--- src/rtl/decoder_seq_pkg.sv ---
// decoder_seq shared package: state encoding and default widths.
// Imported by decoder_seq and onehot_dec.
package decoder_seq_pkg;

  localparam int IN_W_DEF  = 4;
  localparam int OUT_W_DEF = 2 ** IN_W_DEF;
  localparam int LEN_W_DEF = 8;

  typedef enum logic [1:0] {
    IDLE  = 2'd0,
    DRIVE = 2'd1,
    GAP   = 2'd2
  } state_t;

endpackage

--- src/rtl/decoder_seq_onehot_dec.sv ---
// onehot_dec: combinational index to one-hot decoder.
// Ports: idx (IN_W) in, onehot (OUT_W) out.
module onehot_dec
  import decoder_seq_pkg::*;
#(
  parameter int IN_W  = IN_W_DEF,
  parameter int OUT_W = 2 ** IN_W
) (
  input  logic [IN_W-1:0]  idx,
  output logic [OUT_W-1:0] onehot
);

  always_comb begin
    onehot      = '0;
    onehot[idx] = 1'b1;
  end

endmodule

--- src/rtl/decoder_seq.sv ---
// decoder_seq: sequenced 4-to-16 one-hot line driver with scan mode.
// Ports: clk, rst_n, enable, in_valid/in_ready, binary_in, pulse_len,
//        scan_mode in; decoder_out, busy, done registered out.
module decoder_seq
  import decoder_seq_pkg::*;
#(
  parameter int IN_W  = IN_W_DEF,
  parameter int LEN_W = LEN_W_DEF,
  parameter int OUT_W = 2 ** IN_W
) (
  input  logic             clk,
  input  logic             rst_n,
  input  logic             enable,
  input  logic             in_valid,
  output logic             in_ready,
  input  logic [IN_W-1:0]  binary_in,
  input  logic [LEN_W-1:0] pulse_len,
  input  logic             scan_mode,
  output logic [OUT_W-1:0] decoder_out,
  output logic             busy,
  output logic             done
);

  localparam logic [IN_W:0] LAST_LINE =
    (IN_W+1)'(OUT_W - 1);

  state_t           state, state_n;
  logic [IN_W-1:0]  cur_idx, idx_n;
  logic [LEN_W-1:0] len_q, len_n;
  logic             scan_q, scan_n;
  logic [IN_W:0]    line_cnt, line_n;
  logic [LEN_W-1:0] pulse_cnt, cnt_n;
  logic [OUT_W-1:0] out_n;
  logic             done_n;
  logic             busy_n;

  logic [IN_W-1:0]  dec_idx;
  logic [OUT_W-1:0] dec_out;
  logic [IN_W-1:0]  idx_inc;
  logic [LEN_W-1:0] eff_len;

  assign in_ready = (state == IDLE) && enable;
  assign idx_inc  = cur_idx + IN_W'(1);
  // A zero length request still drives its line for one cycle.
  assign eff_len  = (pulse_len == '0) ? LEN_W'(1) : pulse_len;

  onehot_dec #(
    .IN_W  (IN_W),
    .OUT_W (OUT_W)
  ) u_dec (
    .idx    (dec_idx),
    .onehot (dec_out)
  );

  always_comb begin
    state_n = state;
    idx_n   = cur_idx;
    len_n   = len_q;
    scan_n  = scan_q;
    line_n  = line_cnt;
    cnt_n   = pulse_cnt;
    out_n   = '0;
    done_n  = 1'b0;
    dec_idx = cur_idx;
    if (!enable) begin
      state_n = IDLE;
      line_n  = '0;
      cnt_n   = '0;
    end else begin
      unique case (state)
        IDLE: begin
          dec_idx = binary_in;
          if (in_valid) begin
            state_n = DRIVE;
            idx_n   = binary_in;
            len_n   = eff_len;
            scan_n  = scan_mode;
            line_n  = '0;
            cnt_n   = eff_len - LEN_W'(1);
            out_n   = dec_out;
          end
        end
        DRIVE: begin
          if (pulse_cnt != '0) begin
            cnt_n = pulse_cnt - LEN_W'(1);
            out_n = dec_out;
          end else if (scan_q &&
                       line_cnt != LAST_LINE) begin
            state_n = GAP;
            line_n  = line_cnt + (IN_W+1)'(1);
          end else begin
            state_n = IDLE;
            done_n  = 1'b1;
          end
        end
        GAP: begin
          // Decode the next line now so it is
          // registered on entry to DRIVE.
          dec_idx = idx_inc;
          idx_n   = idx_inc;
          cnt_n   = len_q - LEN_W'(1);
          state_n = DRIVE;
          out_n   = dec_out;
        end
        default: begin
          state_n = IDLE;
        end
      endcase
    end
    busy_n = (state_n != IDLE);
  end

  always_ff @(posedge clk or negedge rst_n) begin
    if (!rst_n) begin
      state       <= IDLE;
      cur_idx     <= '0;
      len_q       <= '0;
      scan_q      <= 1'b0;
      line_cnt    <= '0;
      pulse_cnt   <= '0;
      decoder_out <= '0;
      done        <= 1'b0;
      busy        <= 1'b0;
    end else begin
      state       <= state_n;
      cur_idx     <= idx_n;
      len_q       <= len_n;
      scan_q      <= scan_n;
      line_cnt    <= line_n;
      pulse_cnt   <= cnt_n;
      decoder_out <= out_n;
      done        <= done_n;
      busy        <= busy_n;
    end
  end

endmodule
--- config.mk ---
export PLATFORM = sky130hd
export DESIGN_NAME = decoder_seq
export DESIGN_NICKNAME = d
export VERILOG_FILES = /design/src/rtl/decoder_seq_pkg.sv /design/src/rtl/decoder_seq_onehot_dec.sv /design/src/rtl/decoder_seq.sv
export SDC_FILE = /design/constraint.sdc
export NUM_CORES = 1
export LEC_CHECK = 0
export ABC_CLOCK_PERIOD_IN_PS = 2600
export BUFFER_PORTS_ARGS = -buffer_cell sky130_fd_sc_hd__buf_2
export CAP_MARGIN = 40
export CORE_AREA = 2 2 93 95
export DETAILED_ROUTE_END_ITERATION = 8
export DIE_AREA = 0 0 95 97
export SLEW_MARGIN = 25
export SYNTH_ARGS = -nofsm -noshare
export SYNTH_HDL_FRONTEND = slang
export SYNTH_SLANG_ARGS = --single-unit
--- constraint.sdc ---
create_clock -name clk -period 2.6 [get_ports clk]
set_input_delay 0.52 -clock clk [delete_from_list [all_inputs] [get_ports clk]]
set_output_delay 0.52 -clock clk [all_outputs]
set_load 0.01 [all_outputs]
==> results of run 1 <==
[cells by family (layout without fill, tap and decap cells)]
kind of cell | count (synthesis) | count (layout) | synth area share
adder cells (fa/ha/maj) | 8 | 8 | 0.0418
AND/OR/NAND/NOR | 81 | 81 | 0.173
multiplexers | 17 | 17 | 0.0758
AO/OA/AOI/OAI | 62 | 62 | 0.186
flip-flops | 46 | 46 | 0.481
XOR/XNOR | 4 | 4 | 0.0146
buffers and inverters | 16 | 56 | 0.0277
[what timing repair did]
item | CTS | global route
gates resized for setup | 0 | 4
hold buffers | 0 | 0
setup endpoints to repair | 0 | 5
[sequential cells by signal, indices dropped and copies added (netlist names)]
register     count
busy             1
cur_idx          4
decoder_out     16
done             1
len_q            8
line_cnt         5
pulse_cnt        8
scan_q           1
state            2
[power by group through the flow]
| stage | logic (W) | clock network, W | registers, W |
|---|---|---|---|
| floorplan | 0.000488 | 0 | 0.000930 |
| global placement | 0.000658 | 0 | 0.000944 |
| detailed placement | 0.000666 | 0 | 0.000947 |
| CTS | 0.000668 | 0.000563 | 0.000932 |
| global route | 0.000761 | 0.000599 | 0.000949 |
| finish | 0.000683 | 0.000542 | 0.000933 |
[final timing paths]
kind	startpoint	endpoint	slack, ns	cells after the start
worst min register to register	line_cnt[4]	line_cnt[4]	0.49	2
max in group asynchronous	rst_n	pulse_cnt[6]	1.75	2
worst max-delay path	state[1]	pulse_cnt[4]	0.18	11
worst min-delay path	rst_n	line_cnt[2]	0.13	1
worst max register to register	state[1]	pulse_cnt[4]	0.18	11
min in group clk	scan_mode	scan_q	0.45	2
[per-layer routing]
| metal | part of all wire | vias up | GRT usage |
|---|---|---|---|
| met5 | 0 | - | 0 |
| met1 | 0.47 | 922 | 0.158 |
| met3 | 0.048 | 6 | 0.0304 |
| met2 | 0.47 | 47 | 0.198 |
| li1 | - | 926 | - |
| met4 | 0.012 | 0 | 0.0346 |
[cell usage after synthesis, drive strengths merged, types with 4 or more instances]
library cell  count
o21ai            17
buf               5
mux2              9
o31ai             4
mux2i             8
inv               8
a21oi             8
nor2             21
ha                8
nand2            26
nand3             9
a22o             10
dfrtp            46
[through the flow]
step	hold slack (ns)	instance area, um2
2_1_floorplan	0.224	2390
3_3_place_gp	0.459	2700
3_5_place_dp	0.470	2700
4_1_cts	0.144	2810
5_1_grt	0.160	2830
6_report	0.129	2830
[layout make-up]
cell class                      instances  area, um2  area share
Clock inverter                          3       43.8      0.0155
Inverter                                8       30.0      0.0106
Tap cell                              105        131      0.0464
Multi-Input combinational cell        172       1190       0.421
Sequential cell                        46       1150       0.407
Clock buffer                            5       68.8      0.0243
Timing Repair Buffer                   40        213      0.0752
==> flow_summary_export.csv, run 1 <==
group,metric,value,unit
outcome,status,"finished clean",
layout,layout_common_cells,"46 x dfrtp_1, 35 x buf_2, 26 x nand2_1, 21 x nor2_1, 16 x o21ai_0",
setup_path,cp.required,2.81,ns
layout,drive_gt1_frac,0.245,
synth,synthCells,234,
pwr,p_sw,0.000746,W
die,core,8130,um2
synth,synth-seq-cells,46,
timing,hold_viol,0,
global_route,grt_max_degree,31,
synth,synth_edf_count,0,
synth,yosys.area.top_type_share,0.481,
die,initial_core_util,0.294,
layout,final_net_count,298,
routing,drc,0,
layout,area_growth,18.2,%
timing,fmax,413,MHz
layout,n_antenna_cell,0,
routing,drt_pass1_iterations,4,
synth,synth_flop_cell,"dfrtp_1",
setup_path,path_buf_inv,3,
pwr,p_leak,1.31,nW
cts,cts_tree,"built",
place,gp_congestion,0.848,
timing,fin_ws,0.181,ns
global_route,grt-ovfl-total,0,
setup_path,slowest_stage,"dfrtp_1",
timing,fin_crit_sh,0.930,
global_route,antenna_found_initial,0,
pwr,pwr-share-seq,0.432,
synth,syn_nets,259,
synth,ys_seq_area_frac,0.481,
cts,cts_made_buffers,5,
routing,vias,1901,
layout,fill_cells,809,
timing,fin_crit,2.42,ns
die,die_y,97,um
synth,ys_warn_count,0,
routing,via_per_inst,5.02,
setup_path,crit_chain,"inv_1 > ha_2 > inv_1 > a221oi_1 > or2_2 > ha_1 > inv_1 > a211oi_4 > nand2_1 > xnor2_1 > o31ai_1",
synth,avgSynthCellArea,10.2,um2
cts,cts-htree-levels,2,
cts,root_buffer,"clkbuf_8",
routing,wl,5410,um
setup_path,worstSetupStartpointType,"register",
die,ioPinCount,36,
setup_path,path_class,"reg2reg",
place,hpwl,4050,um
routing,ant_nets,0,
global_route,grt_pass1_vias,1856,
job,maxCapViolCount,0,
synth,synth_top_area_cell,"dfrtp_1",
place,io_buffers,35,
cts,clock_sinks,46,
layout,stdcell_count,379,
timing,finalMaxSlewViolations,0,
cts,cts_buffer_depth,2,
cts,path_clk_slew,0.09,ns
pwr,combPwrFrac,0.317,
pwr,switching_share,0.346,
pwr,p_per_area,763,nW/um2
timing,tns,0,ns
setup_path,cp.arrival,2.63,ns
timing,clock_skew,0.00975,ns
synth,synth_area_leaders,"dfrtp_1 48%, mux2_2 4.2%, ha_1 4.2%",
worst_hold_path,hold_path.class,"in2async",
setup_path,cp-end-kind,"register",
die,dieArea,9220,um2
timing,maxSlewHeadroom,0.592,
setup_path,critPathMaxStageDelay,0.44,ns
routing,drt_iter0_drc,89,
die,fp-row-count,33,
layout,layout_commonest_cell,"dfrtp_1",
pwr,p_clk_frac,0.251,
cts,postCtsSetupBuffers,0,
pwr,finalPower,0.00216,W
setup_path,crit_top_cell,"inv_1",
pwr,peakVddDrop,0.223,mV
setup_path,path_delay_family,"compound AO/OA/AOI/OAI gates",
die,die_w,95,um
place,placed_cells,371,
pwr,internal_power,0.00141,W
routing,routed_wire_length_per_instance,14.3,um
cts,clkLatencyLatePin,0.30,ns
timing,report.final.setup_viol,0,
global_route,grt_pass1_wl,8900,um
timing,worstMarginPinSlew,0.595,ns
synth,synth_area,2390,um2
place,place_ws,0.0249,ns
synth,synth-async-reset-ratio,1.00,
setup_path,cp_max_fo,6,
global_route,grt_usage,0.121,
synth,yosys.cell_types.count,45,
layout,fin_util,0.348,
(Power assumes the default switching activity.)
==> run 2: changes to the inputs <==
Settings changed: ABC_AREA from default to 0, ABC_CLOCK_PERIOD_IN_PS 2600 to 3100, RECOVER_POWER from default to 25.
Clock period 2.6 ns to 3.1 ns, I/O delays scaled along.
==> flow_summary_export.csv, run 2 (same netlist as run 1, synthesis figures left out) <==
group,metric,value,unit
timing,clock_skew,0.0140,ns
global_route,grt_pass1_vias,1970,
layout,largest_reg_flops,16,
pwr,p_per_area,613,nW/um2
timing,fin_crit,2.51,ns
timing,report.final.setup_viol,0,
cts,cts_tree,"built",
place,place_ws,0.587,ns
setup_path,critPathLaunch,"state[1]",
layout,layout_commonest_cell,"dfrtp_1",
setup_path,critPathMaxStageDelay,0.42,ns
die,ioPinCount,36,
timing,maxSlewHeadroom,0.170,
routing,vias,1933,
place,gp_congestion,0.823,
routing,drt-met1-wl,2440,um
timing,worstMarginPinSlew,1.24,ns
routing,ant_nets,0,
layout,drive_gt1_frac,0.227,
setup_path,cp.depth,11,
setup_path,slowest_stage,"dfrtp_1",
die,core,8130,um2
pwr,p_leak,1.28,nW
layout,final_net_count,297,
layout,n_antenna_cell,0,
place,io_buffers,35,
layout,top_register,"decoder_out",
setup_path,worstSetupStartpointType,"register",
cts,clkLatencyLatePin,0.30,ns
setup_path,crit_chain,"inv_1 > ha_1 > buf_4 > a211oi_1 > or2_2 > ha_1 > inv_1 > a211oi_1 > nand2_1 > xnor2_1 > o31ai_1",
setup_path,cp.required,3.31,ns
die,fp-row-count,33,
timing,tns,0,ns
cts,postCtsSetupBuffers,0,
global_route,grt_max_degree,25,
routing,drt_iter0_drc,74,
setup_path,path_delay_family,"compound AO/OA/AOI/OAI gates",
die,initial_core_util,0.294,
outcome,status,"finished clean",
global_route,grt_pass1_wl,9180,um
global_route,antenna_found_initial,0,
layout,layout_common_cells,"46 x dfrtp_1, 34 x buf_2, 26 x nand2_1, 21 x nor2_1, 17 x o21ai_0",
setup_path,cp.arrival,2.72,ns
cts,clock_sinks,46,
die,die_y,97,um
routing,routed_wire_length_per_instance,14.0,um
cts,cts-htree-levels,2,
layout,area_growth,16.0,%
setup_path,r2r_start,"state[1]",
cts,path_clk_slew,0.09,ns
die,die_w,95,um
global_route,grt_usage,0.125,
setup_path,ff2ff_path_depth,11,
routing,wl_met3,265,um
timing,fin_ws,0.589,ns
timing,finalMaxSlewViolations,0,
routing,via_per_inst,5.11,
worst_hold_path,holdPathStages,2,
setup_path,cp_max_fo,8,
setup_path,cp-end-kind,"register",
timing,rsz0062_at_grt,"false",
place,hpwl,4030,um
routing,drt_pass1_iterations,4,
routing,wl,5280,um
worst_hold_path,hp-start,"len_q[0]",
job,maxCapViolCount,0,
cts,cts_made_buffers,5,
setup_path,path_class,"reg2reg",
setup_path,path_buf_inv,3,
routing,drc,0,
timing,hold_viol,0,
cts,cts-resized-gates,0,
pwr,peakVddDrop,0.185,mV
layout,reg_top3,"decoder_out x16, len_q x8, pulse_cnt x8",
cts,root_buffer,"clkbuf_8",
die,dieArea,9220,um2
cts,holdBufCountCts,0,
cts,cts_buffer_depth,2,
timing,fin_crit_sh,0.810,
timing,fmax,398,MHz
worst_hold_path,hold_path.class,"reg2reg",
global_route,grt-ovfl-total,0,
routing,top_layer,"met4",
routing,dr_wl_met2,2450,um
## run 2: final cells by class
| cell class | instances | area [um2] |
|---|---|---|
| clock buffers | 5 | 68.8 |
| inverters | 8 | 30.0 |
| fillers | 855 | 5360 |
| multi-input cells | 172 | 1180 |
| well taps | 105 | 131 |
| clock inverters | 3 | 18.8 |
| repair buffers | 39 | 200 |
| flip-flops and latches | 46 | 1150 |
## run 2: worst register-to-register path, delay by kind of cell (launching register included)
kind                       cells  cell delay (ns)
xor gates and xnor gates       1             0.14
adders and majority gates      2             0.52
buffers and inverters          3             0.33
DFF                            1             0.42
and+or+nand+nor                2             0.29
AOI/OAI and AO/OA              3             0.72
## run 2: per-stage QoR
step           total power [W]  hold slack (ns)  cell area [um2]  cells   util
2_1_floorplan          0.00119            0.324             2390    234      -
3_3_place_gp           0.00134            0.461             2690    369  0.330
3_5_place_dp           0.00135            0.482             2710    370  0.334
4_1_cts                0.00173            0.306             2800    378  0.344
5_1_grt                0.00182            0.524             2780    378  0.341
6_report               0.00170            0.491             2780    378  0.341
## run 2: worst paths after layout
kind / end / slack (ns)
setup / recovery: pulse_cnt[4] / 0.59
hold / removal: len_q[0] / 0.49
setup reg to reg: pulse_cnt[4] / 0.59
hold reg to reg: len_q[0] / 0.49
max in group asynchronous: len_q[5] / 0.83
min in group asynchronous: decoder_out[9] / 0.54
## run 2: per-layer routing
layer | up-vias | global-route usage
li1 | 929 | -
met3 | 14 | 0.0296
met4 | 0 | 0.0502
met5 | - | 0
met2 | 50 | 0.199
met1 | 940 | 0.161
## run 2: report_power, final
group          switching (W)  internal (W)  total (W)
clock network       0.000210      0.000159   0.000369
registers          0.0000889      0.000694   0.000783
logic               0.000311      0.000240   0.000551
==> run 3: changes to the inputs <==
Settings changed: ABC_CLOCK_PERIOD_IN_PS 3100 to 2400.
Clock period 3.1 ns to 2.4 ns, I/O delays scaled along.
==> flow_summary_export.csv, run 3 (same netlist as run 1, synthesis figures left out) <==
group,metric,value,unit
pwr,p_leak,1.34,nW
cts,clkLatencyLatePin,0.30,ns
timing,hold_viol,0,
layout,area_growth,21.6,%
die,core,8130,um2
global_route,antenna_found_initial,0,
cts,root_buffer,"clkbuf_8",
cts,cts_tree,"built",
routing,vias,1941,
routing,drc,0,
setup_path,crit_chain,"buf_4 > ha_2 > a221oi_2 > or2_4 > ha_2 > inv_1 > a211oi_2 > nand2_1 > xnor2_1 > o31ai_1",
die,fp-row-count,33,
layout,layout_common_cells,"46 x dfrtp_1, 34 x buf_2, 26 x nand2_1, 21 x nor2_1, 17 x o21ai_0",
layout,largest_reg_flops,16,
timing,fmax,440,MHz
place,placed_cells,376,
setup_path,cp-end-kind,"register",
setup_path,worstSetupStartpointType,"register",
timing,finalMaxSlewViolations,0,
layout,drive_gt1_frac,0.280,
cts,cts_made_buffers,5,
routing,wl,5550,um
pwr,p_per_area,820,nW/um2
timing,fin_crit_sh,0.947,
timing,clock_skew,0.0121,ns
job,maxCapViolCount,0,
die,initial_core_util,0.294,
setup_path,cp.required,2.60,ns
setup_path,cp.arrival,2.48,ns
die,ioPinCount,36,
timing,worstMarginPinSlew,0.866,ns
setup_path,crit_top_cell,"ha_2",
timing,fin_crit,2.27,ns
routing,drt_pass1_iterations,4,
global_route,grt_pass1_vias,1897,
global_route,grt_pass1_wl,9360,um
routing,drt_iter0_drc,49,
global_route,grt-ovfl-total,0,
routing,ant_nets,0,
global_route,grt_usage,0.130,
layout,reg_top3,"decoder_out x16, len_q x8, pulse_cnt x8",
cts,clock_sinks,46,
place,placed_cell_area,2740,um2
setup_path,cp_max_fo,3,
die,die_y,97,um
die,dieArea,9220,um2
layout,layout_commonest_cell,"dfrtp_1",
setup_path,slowest_stage,"dfrtp_1",
layout,top_register,"decoder_out",
timing,hold_slack,0.246,ns
outcome,status,"finished clean",
place,hpwl,4230,um
place,gp_congestion,0.874,
timing,maxSlewHeadroom,0.423,
layout,final_net_count,306,
die,die_w,95,um
setup_path,path_class,"reg2reg",
layout,n_antenna_cell,0,
worst_hold_path,hold_path.class,"in2async",
timing,report.final.setup_viol,0,
pwr,peakVddDrop,0.407,mV
layout,stdcell_count,387,
global_route,grt_max_degree,19,
cts,cts-htree-levels,2,
cts,path_clk_slew,0.10,ns
cts,cts_buffer_depth,2,
place,io_buffers,35,
routing,via_per_inst,5.02,
setup_path,critPathMaxStageDelay,0.39,ns
layout,design_area,2910,um2
timing,rsz0062_at_grt,"true",
routing,routed_wire_length_per_instance,14.3,um
[run 3: what timing repair did]
item,in CTS,in global routing
endpoints found under the setup margin,2,3
setup buffers,1,2
hold buffers,0,0
resized for setup,1,8
pin swaps,1,4
[run 3: final cells by class]
type | instances | area, um2
clock buffer | 5 | 68.8
clock inverter | 3 | 43.8
fill | 832 | 5220
inverter | 8 | 30.0
multi-input combinational | 172 | 1220
sequential | 46 | 1150
tap | 105 | 131
timing repair buffer | 48 | 268
[run 3: routing by layer]
| metal | share of wire | global-route usage | vias up |
|---|---|---|---|
| met5 | 0 | 0 | - |
| met3 | 0.041 | 0.0343 | 5 |
| met1 | 0.46 | 0.176 | 943 |
| met2 | 0.49 | 0.208 | 43 |
| met4 | 0.0099 | 0.0301 | 0 |
| li1 | - | - | 950 |
[run 3: critical path: cells and delay by family, from the launching register on]
family / cells / cell delay [ns]
compound gates: 3 / 0.77
xor+xnor: 1 / 0.16
fa+ha+maj: 2 / 0.38
buf+inv: 2 / 0.20
flops: 1 / 0.39
simple gates: 2 / 0.30
[run 3: power breakdown]
group          internal, W  total, W  switching [W]
clock network     0.000312  0.000583       0.000271
registers         0.000897   0.00101       0.000112
logic             0.000362  0.000795       0.000433
total              0.00157   0.00239       0.000816
[run 3: final timing paths]
path,from,to,slack (ns),cells past startpoint
hold reg to reg,line_cnt[4],line_cnt[4],0.50,2
hold / removal,rst_n,line_cnt[2],0.25,1
setup reg to reg,state[0],pulse_cnt[4],0.13,10
setup / recovery,state[0],pulse_cnt[4],0.13,10
min in group clk,scan_mode,scan_q,0.41,2
max in group asynchronous,rst_n,pulse_cnt[7],0.89,2
[run 3: per-stage QoR]
| stage | power, W | worst slack [ns] | TNS, ns | util |
|---|---|---|---|---|
| floorplan | 0.00154 | 0.170 | 0 | - |
| finish | 0.00239 | 0.127 | 0 | 0.358 |
| CTS | 0.00237 | 0.0170 | 0 | 0.352 |
| detailed placement | 0.00177 | -0.0696 | -0.119 | 0.337 |
| global route | 0.00256 | -0.0398 | -0.0398 | 0.358 |
| global placement | 0.00175 | 0.115 | 0 | 0.337 |
